===== config.mk =====
export PLATFORM = sky130hd
export DESIGN_NAME = clk_div_prog_flat
export DESIGN_NICKNAME = d
export VERILOG_FILES = /design/src/rtl/clk_div_prog_if.sv /design/src/rtl/clk_div_prog.sv /design/src/flat_wrapper.sv
export SDC_FILE = /design/constraint.sdc
export NUM_CORES = 1
export LEC_CHECK = 0
export CORE_MARGIN = 4
export CORE_UTILIZATION = 55
export CTS_CLUSTER_DIAMETER = 120
export CTS_CLUSTER_SIZE = 24
export DETAILED_ROUTE_END_ITERATION = 16
export GPL_ROUTABILITY_DRIVEN = 0
export PLACE_DENSITY = 0.88
export SLEW_MARGIN = 20
export SYNTH_ARGS = -nofsm -noshare
export SYNTH_HDL_FRONTEND = slang
export SYNTH_SLANG_ARGS = --single-unit

===== constraint.sdc =====
create_clock -name clk_in -period 6.75 [get_ports clk_in]
set_input_delay 0.675 -clock clk_in [delete_from_list [all_inputs] [get_ports clk_in]]
set_output_delay 0.675 -clock clk_in [all_outputs]
set_load 0.01 [all_outputs]

===== src/rtl/clk_div_prog_if.sv =====
// Control and status bundle for clk_div_prog.
// The master drives enable, ratio load and sync; the slave returns the divided clock and status.
interface clk_div_prog_if #(
  parameter int unsigned CNT_W = 8
);
  logic             en;
  logic [CNT_W-1:0] div_in;
  logic             div_load;
  logic             sync;
  logic             clk_out;
  logic             tick;
  logic [CNT_W-1:0] div_cur;
  logic             pend;

  modport master (
    output en, div_in, div_load, sync,
    input  clk_out, tick, div_cur, pend
  );

  modport slave (
    input  en, div_in, div_load, sync,
    output clk_out, tick, div_cur, pend
  );
endinterface


===== src/rtl/clk_div_prog.sv =====
// Runtime-programmable integer clock divider with a registered near-50% clock and a tick strobe.
// A new ratio is held pending and only takes effect at a period boundary or on sync.
module clk_div_prog #(
  parameter int unsigned CNT_W   = 8,
  parameter int unsigned DEF_DIV = 4
) (
  input logic           clk_in,
  input logic           rst_n,
  clk_div_prog_if.slave bus
);

  localparam logic [CNT_W-1:0] DefDiv = CNT_W'(DEF_DIV);
  localparam logic [CNT_W-1:0] One    = CNT_W'(1);
  localparam logic [CNT_W-1:0] Two    = CNT_W'(2);

  // Ratios 0 and 1 run as divide-by-2.
  function automatic logic [CNT_W-1:0] eff_n(input logic [CNT_W-1:0] d);
    return (d < Two) ? Two : d;
  endfunction

  // ceil(n/2) without widening past CNT_W bits.
  function automatic logic [CNT_W-1:0] half_up(input logic [CNT_W-1:0] n);
    return (n >> 1) + {{(CNT_W-1){1'b0}}, n[0]};
  endfunction

  logic [CNT_W-1:0] r_cnt, r_div_cur, r_pending;
  logic             r_pend, r_clk_out, r_tick;

  logic [CNT_W-1:0] w_n, w_h, w_cnt_inc;
  logic [CNT_W-1:0] w_cnt_d, w_div_cur_d, w_pending_d;
  logic             w_pend_d, w_clk_out_d, w_tick_d, w_bound;

  always_comb begin
    w_n         = eff_n(r_div_cur);
    w_h         = half_up(w_n);
    w_cnt_inc   = r_cnt + One;
    w_bound     = bus.en && (r_cnt == (w_n - One));
    w_cnt_d     = r_cnt;
    w_div_cur_d = r_div_cur;
    w_pending_d = r_pending;
    w_pend_d    = r_pend;
    w_clk_out_d = r_clk_out;
    w_tick_d    = 1'b0;

    if (bus.sync || w_bound) begin
      w_cnt_d     = '0;
      w_clk_out_d = 1'b1;
      w_tick_d    = 1'b1;
      if (r_pend) begin
        w_div_cur_d = r_pending;
        w_pend_d    = 1'b0;
      end
    end else if (bus.en) begin
      w_cnt_d     = w_cnt_inc;
      w_clk_out_d = (w_cnt_inc < w_h);
    end

    // A load on the applying edge re-arms pend with the fresh value for the next boundary.
    if (bus.div_load) begin
      w_pending_d = bus.div_in;
      w_pend_d    = 1'b1;
    end
  end

  always_ff @(posedge clk_in or negedge rst_n) begin
    if (!rst_n) begin
      r_cnt     <= DefDiv - One;
      r_div_cur <= DefDiv;
      r_pending <= DefDiv;
      r_pend    <= 1'b0;
      r_clk_out <= 1'b0;
      r_tick    <= 1'b0;
    end else begin
      r_cnt     <= w_cnt_d;
      r_div_cur <= w_div_cur_d;
      r_pending <= w_pending_d;
      r_pend    <= w_pend_d;
      r_clk_out <= w_clk_out_d;
      r_tick    <= w_tick_d;
    end
  end

  assign bus.clk_out = r_clk_out;
  assign bus.tick    = r_tick;
  assign bus.div_cur = r_div_cur;
  assign bus.pend    = r_pend;

endmodule


===== src/flat_wrapper.sv =====
// flat-port wrapper written by rule: the top's interface ports become plain ports
module clk_div_prog_flat 
#(
  parameter int unsigned CNT_W   = 8,
  parameter int unsigned DEF_DIV = 4
)
  (clk_in, rst_n, bus_en, bus_div_in, bus_div_load, bus_sync, bus_clk_out, bus_tick, bus_div_cur, bus_pend);
  clk_div_prog_if #(.CNT_W(CNT_W)) bus_i ();
  input logic clk_in;
  input logic rst_n;
  input wire logic [$bits(bus_i.en)-1:0] bus_en;
  input wire logic [$bits(bus_i.div_in)-1:0] bus_div_in;
  input wire logic [$bits(bus_i.div_load)-1:0] bus_div_load;
  input wire logic [$bits(bus_i.sync)-1:0] bus_sync;
  output wire logic [$bits(bus_i.clk_out)-1:0] bus_clk_out;
  output wire logic [$bits(bus_i.tick)-1:0] bus_tick;
  output wire logic [$bits(bus_i.div_cur)-1:0] bus_div_cur;
  output wire logic [$bits(bus_i.pend)-1:0] bus_pend;
  assign bus_i.en = bus_en;
  assign bus_i.div_in = bus_div_in;
  assign bus_i.div_load = bus_div_load;
  assign bus_i.sync = bus_sync;
  assign bus_clk_out = bus_i.clk_out;
  assign bus_tick = bus_i.tick;
  assign bus_div_cur = bus_i.div_cur;
  assign bus_pend = bus_i.pend;
  clk_div_prog #(.CNT_W(CNT_W), .DEF_DIV(DEF_DIV)) u_core (.clk_in(clk_in), .rst_n(rst_n), .bus(bus_i));
endmodule

## Yosys cells after proc, flatten, opt, wreduce, memory -nomap -nowiden

Index checks and enable logic that the tools add are counted.
Widths: inputs -> output; s select.

- Bits in registers: 27
- Input bits: 13
- Word-level logic and storage cells: 25
- Output and inout port bits: 11

- Magnitude comparators: 2
- Add/subtract/negate cells: 3
- Equality and inequality tests: 1
- Reduce and logical (&&, ||, !) cells: 5
- Mux-type cells: 8

Operators by type and width:

| operator | count |
|---|---|
| $mux 8 | 3 |
| $add 7x1->8 | 1 |
| $add 8x1->8 const B | 1 |
| $eq 8x8->1 | 1 |
| $lt 8x2->1 const B | 1 |
| $lt 8x8->1 | 1 |
| $sub 8x1->8 const B | 1 |
| $mux 1 | 5 |
| $reduce_bool 2->1 | 2 |
| $reduce_and 2->1 | 1 |
| $logic_and 1x1->1 | 1 |
| $logic_or 1x1->1 | 1 |

## Logic depth before layout (Yosys ltp)

- Depth in word-level cells: 8
- Depth in mapped cells: 15
- Mapped depth without buffers: 14

## Least setup slack after synthesis

OpenSTA, ideal clock, no wires.

- Kind: register to register
- Start point: register u_core.r_div_cur[6], in the netlist u_core.bus.div_cur[6]
- End point: register u_core.r_clk_out, in the netlist u_core.bus.clk_out
- Cell stages (with the launch flop): 15
- Setup slack: 3.577 ns
- Path buffers: 1
- Data required time: 6.614 ns
- Setup time: 0.136 ns
- Clock period less this slack: 3.173 ns
- Data arrival time: 3.037 ns
- Cell sequence: dfrtp_1 -> clkbuf_1 -> nor4_1 -> nand2_1 -> o21ai_0 -> inv_1 -> ha_1 -> ha_1 -> inv_1 -> ha_1 -> a21o_1 -> a21oi_1 -> o21ai_0 -> a31oi_1 -> or3b_2

- Cells in the longest elaborated chain, start to end: 7
- Elaborated cells between the ends (all ways): 11
- Those cells by class: add/sub (2); order compare (2); eq/ne (1); mux (3); reduce/logical (3)

Ends and longest elaborated chain:

| element | line | source |
|---|---|---|
| start, declared | clk_div_prog.sv:26 | `logic [CNT_W-1:0] r_cnt, r_div_cur, r_pending;` |
| start signal, assigned | clk_div_prog.sv:68 | `r_div_cur <= DefDiv;` |
| start signal, assigned | clk_div_prog.sv:75 | `r_div_cur <= w_div_cur_d;` |
| $lt 8x2->1 | clk_div_prog.sv:18 | `return (d < Two) ? Two : d;` |
| $mux 8 * | clk_div_prog.sv:18 |  |
| branches (longest 5 deep; another with $add 7x1->8) | - |  |
| end signal, assigned | clk_div_prog.sv:78 | `r_clk_out <= w_clk_out_d;` |
| end, declared | clk_div_prog.sv:27 | `logic r_pend, r_clk_out, r_tick;` |

Mark *: on every way between the ends. The select of a mux whose other input is x is not followed.
A chain may end at the register's enable or synchronous reset.

## Worst setup path after layout

Same ends and word-level chain as after synthesis.

==> results.sh <==
export IMPL_status="completed"
export IMPL_fin_nets=255
export IMPL_layout_drive_gt1_share_pct=12.6
export IMPL_avgViaCountPerCell=6.01
export IMPL_fp_dieH_um=67.7
export IMPL_io_pin_count=24
export IMPL_critical_path_reg2reg_startpoint="u_core.bus.div_cur[6]"
export IMPL_cts_buffers_inserted=3
export IMPL_postSynthRegisterBits=27
export IMPL_synthesis_area_per_instance_um2=8.95
export IMPL_worstMarginPinSlew_ps=792
export IMPL_num_vias=1659
export IMPL_port_buffers=23
export IMPL_reg2reg_setup_slack_ps=3080
export IMPL_critical_path_top_delay_family="simple AND/OR/NAND/NOR gates"
export IMPL_cts_root_buf="sky130_fd_sc_hd__clkbuf_4"
export IMPL_r2r_end="u_core.bus.clk_out"
export IMPL_critPathMaxFanout=17
export IMPL_synthToLayoutAreaGrowth_pct=12.5
export IMPL_synthesis_area_mm2=0.00196
export IMPL_via_count_of_the_first_global_routing_pass=1560
export IMPL_ctsResizeCount=0
export IMPL_worst_setup_path_type="register to register"
export IMPL_gr_total_overflow=0
export IMPL_critical_path_n_buffers_inverters=0
export IMPL_fill_cells=277
export IMPL_postCtsSetupRepairBufs=0
export IMPL_synth_seq_area_share_pct=34.7
export IMPL_power_density_mw_per_mm2=198
export IMPL_crit_path_end_kind="register"
export IMPL_detail_route_wl_per_cell_um=15.4
export IMPL_fp_coreArea_mm2=0.00339
export IMPL_number_of_enable_type_register_cells_in_the_synthesized_netlist=0
export IMPL_die_area_mm2=0.00458
export IMPL_timing_critical_path_cells="nor4_1, nand2_1, o21ai_0, ha_1, xnor2_1, nor3_1, nand4_2, o21bai_1, or3b_2"
export IMPL_rsz0062_at_grt="false"
export IMPL_drt_first_iter_violations=154
export IMPL_wire_length_of_the_first_global_routing_pass_mm=7.20
export IMPL_commonest_non_fill_non_tap_cell_in_the_layout="sky130_fd_sc_hd__nand2_1"
export IMPL_netlist_top_cells_area="sky130_fd_sc_hd__dfrtp_1, sky130_fd_sc_hd__ha_1, sky130_fd_sc_hd__xnor2_1, sky130_fd_sc_hd__dfstp_2, sky130_fd_sc_hd__nand2_1"
export IMPL_synthCells=219
export IMPL_timing_max_slew_rel_slack_pct=47.1
export IMPL_grt_start_max_net_pins=28
export IMPL_cts_sink_count=27
export IMPL_slew_viol_final=0
export IMPL_clock_tree_from_tritoncts="yes"
export IMPL_worstHoldStart="u_core.r_pending[7]"
export IMPL_power_ir_vdd_worst_mv=0.139
export IMPL_num_rows=21
export IMPL_timing_hold_worst_endpoint="u_core.r_pending[7]"
export IMPL_layout_common_cells="sky130_fd_sc_hd__nand2_1, sky130_fd_sc_hd__clkdlybuf4s50_1, sky130_fd_sc_hd__dfrtp_1"
export IMPL_mappedNetlistNets=243
export IMPL_synthDominantCellAreaShare_pct=29.4
export IMPL_timing_critical_path_slowest_stage_cell="sky130_fd_sc_hd__o21bai_1"
export IMPL_clock_latency_ps=320
export IMPL_synth_flop_cell="sky130_fd_sc_hd__dfrtp_1"
export IMPL_ctsHtreeMaxLevel=1
export IMPL_hpwl_mm=3.16
export IMPL_class_of_the_tightest_hold_or_removal_check="register to register"
export IMPL_grt_total_usage_pct=20.5
export IMPL_synthDistinctLibCells=45
export IMPL_longest_clk_path_bufs=2
export IMPL_totalWireLength_mm=4.25
export IMPL_final_setup_tns_ps=0
export IMPL_fmax_ghz=0.272
export IMPL_p_total_uw=437
export IMPL_grt_antenna_before_repair=0
export IMPL_drc_errors=0
export IMPL_ant_nets=0
export IMPL_startpoint_type="register"
export IMPL_max_stage_delay_ps=780
export IMPL_drt_pass_1_iters=4
export IMPL_ff2ff_path_depth=9
export IMPL_min_path_cells=1
export IMPL_initial_core_utilization_pct=57.8
export IMPL_final_period_utilization_pct=54.4
export IMPL_p_leak_nw=0.905
export IMPL_die_width_um=67.7
export IMPL_worst_clock_skew_ps=4.59
export IMPL_synth_async_reset_ratio_pct=100
export IMPL_synth_largest_area_cell="sky130_fd_sc_hd__dfrtp_1"
export IMPL_synth_warnings=0
export IMPL_cts_hold_repair_buffers=0
export IMPL_cp_arrival_ps=3940
export IMPL_number_of_failing_hold_endpoints_at_the_final_stage=0
export IMPL_worst_setup_hold_path_clk_slew_ps=140
export IMPL_crit_required_ps=7020
export IMPL_finalCriticalPeriod_ps=3670
export IMPL_n_antenna_cell=0
export IMPL_setup_violations=0
export IMPL_maxCapViolations=0
## area by class of cell
type | instances | area [um^2] | area share (%)
Clock buffer | 4 | 26.3 | 1.19
Inverter | 6 | 22.5 | 1.02
Multi-Input combinational cell | 168 | 1170 | 53.2
Sequential cell | 27 | 681 | 30.9
Tap cell | 46 | 57.6 | 2.61
Timing Repair Buffer | 25 | 245 | 11.1
## worst max path at each step
| stage | from | end | cells after the start |
|---|---|---|---|
| 2_1_floorplan | u_core.bus.div_cur[6] | u_core.bus.clk_out | 14 |
| 3_3_place_gp | u_core.bus.div_cur[6] | u_core.bus.clk_out | 9 |
| 3_5_place_dp | u_core.bus.div_cur[4] | u_core.bus.clk_out | 9 |
| 4_1_cts | u_core.bus.div_cur[6] | u_core.bus.clk_out | 9 |
| 5_1_grt | u_core.bus.div_cur[4] | u_core.bus.clk_out | 9 |
| 6_report | u_core.bus.div_cur[6] | u_core.bus.clk_out | 9 |
## synthesized netlist by cell type, drive strengths merged (4+ instances only)
master	instances
dfrtp	23
clkbuf	13
nor2	16
nand3	15
o21ai	7
xor2	10
mux2	8
or3	8
inv	5
buf	5
xnor2	15
nand2	26
ha	11
a222oi	8
dfstp	4
nor2b	10
## stage by stage
| step | hold slack (ps) | area (um^2) | setup slack, ps | util [%] | std cells |
|---|---|---|---|---|---|
| finish | 559 | 2210 | 3080 | 65.1 | 276 |
| CTS | 559 | 2210 | 3110 | 65.1 | 276 |
| global placement | 527 | 2170 | 2660 | 64.1 | 271 |
| floorplan | 379 | 1960 | 3580 | - | 219 |
| detailed placement | 527 | 2180 | 3160 | 64.3 | 272 |
| global route | 583 | 2210 | 2740 | 65.1 | 276 |
## layer usage
metal	part of all wire, %	wire, um	track usage [%]
met1	46	1960	28.6
met2	48	2030	32.0
met3	4.3	184	2.16
met4	2.0	85	9.11
met5	0	0	0
## cells by family (layout without fill, tap and decap cells)
kind of cell               Yosys count  after routing  share of synthesized area (%)
muxes                                9              9                           5.11
AOI/OAI and AO/OA                   29             29                           11.4
and+or+nand+nor                     94             94                           25.1
buffers and inverters               24             35                           5.42
DFF                                 27             27                           34.7
adders and majority gates           11             11                           7.02
xor gates and xnor gates            25             25                           11.2
## sequential cells by signal, summed over array words and instances (netlist names)
signal	cells
u_core.bus.pend	1
u_core.r_cnt	8
u_core.bus.tick	1
u_core.bus.clk_out	1
u_core.r_pending	8
u_core.bus.div_cur	8
## power by group
group	internal [mW]	total (mW)	leakage [nW]	switching, mW
combinational	0.0811	0.156	0.578	0.0751
sequential	0.179	0.212	0.312	0.0330
clock	0.0231	0.0682	0.0150	0.0451
total	0.284	0.437	0.905	0.153
(Power assumes the default switching activity.)
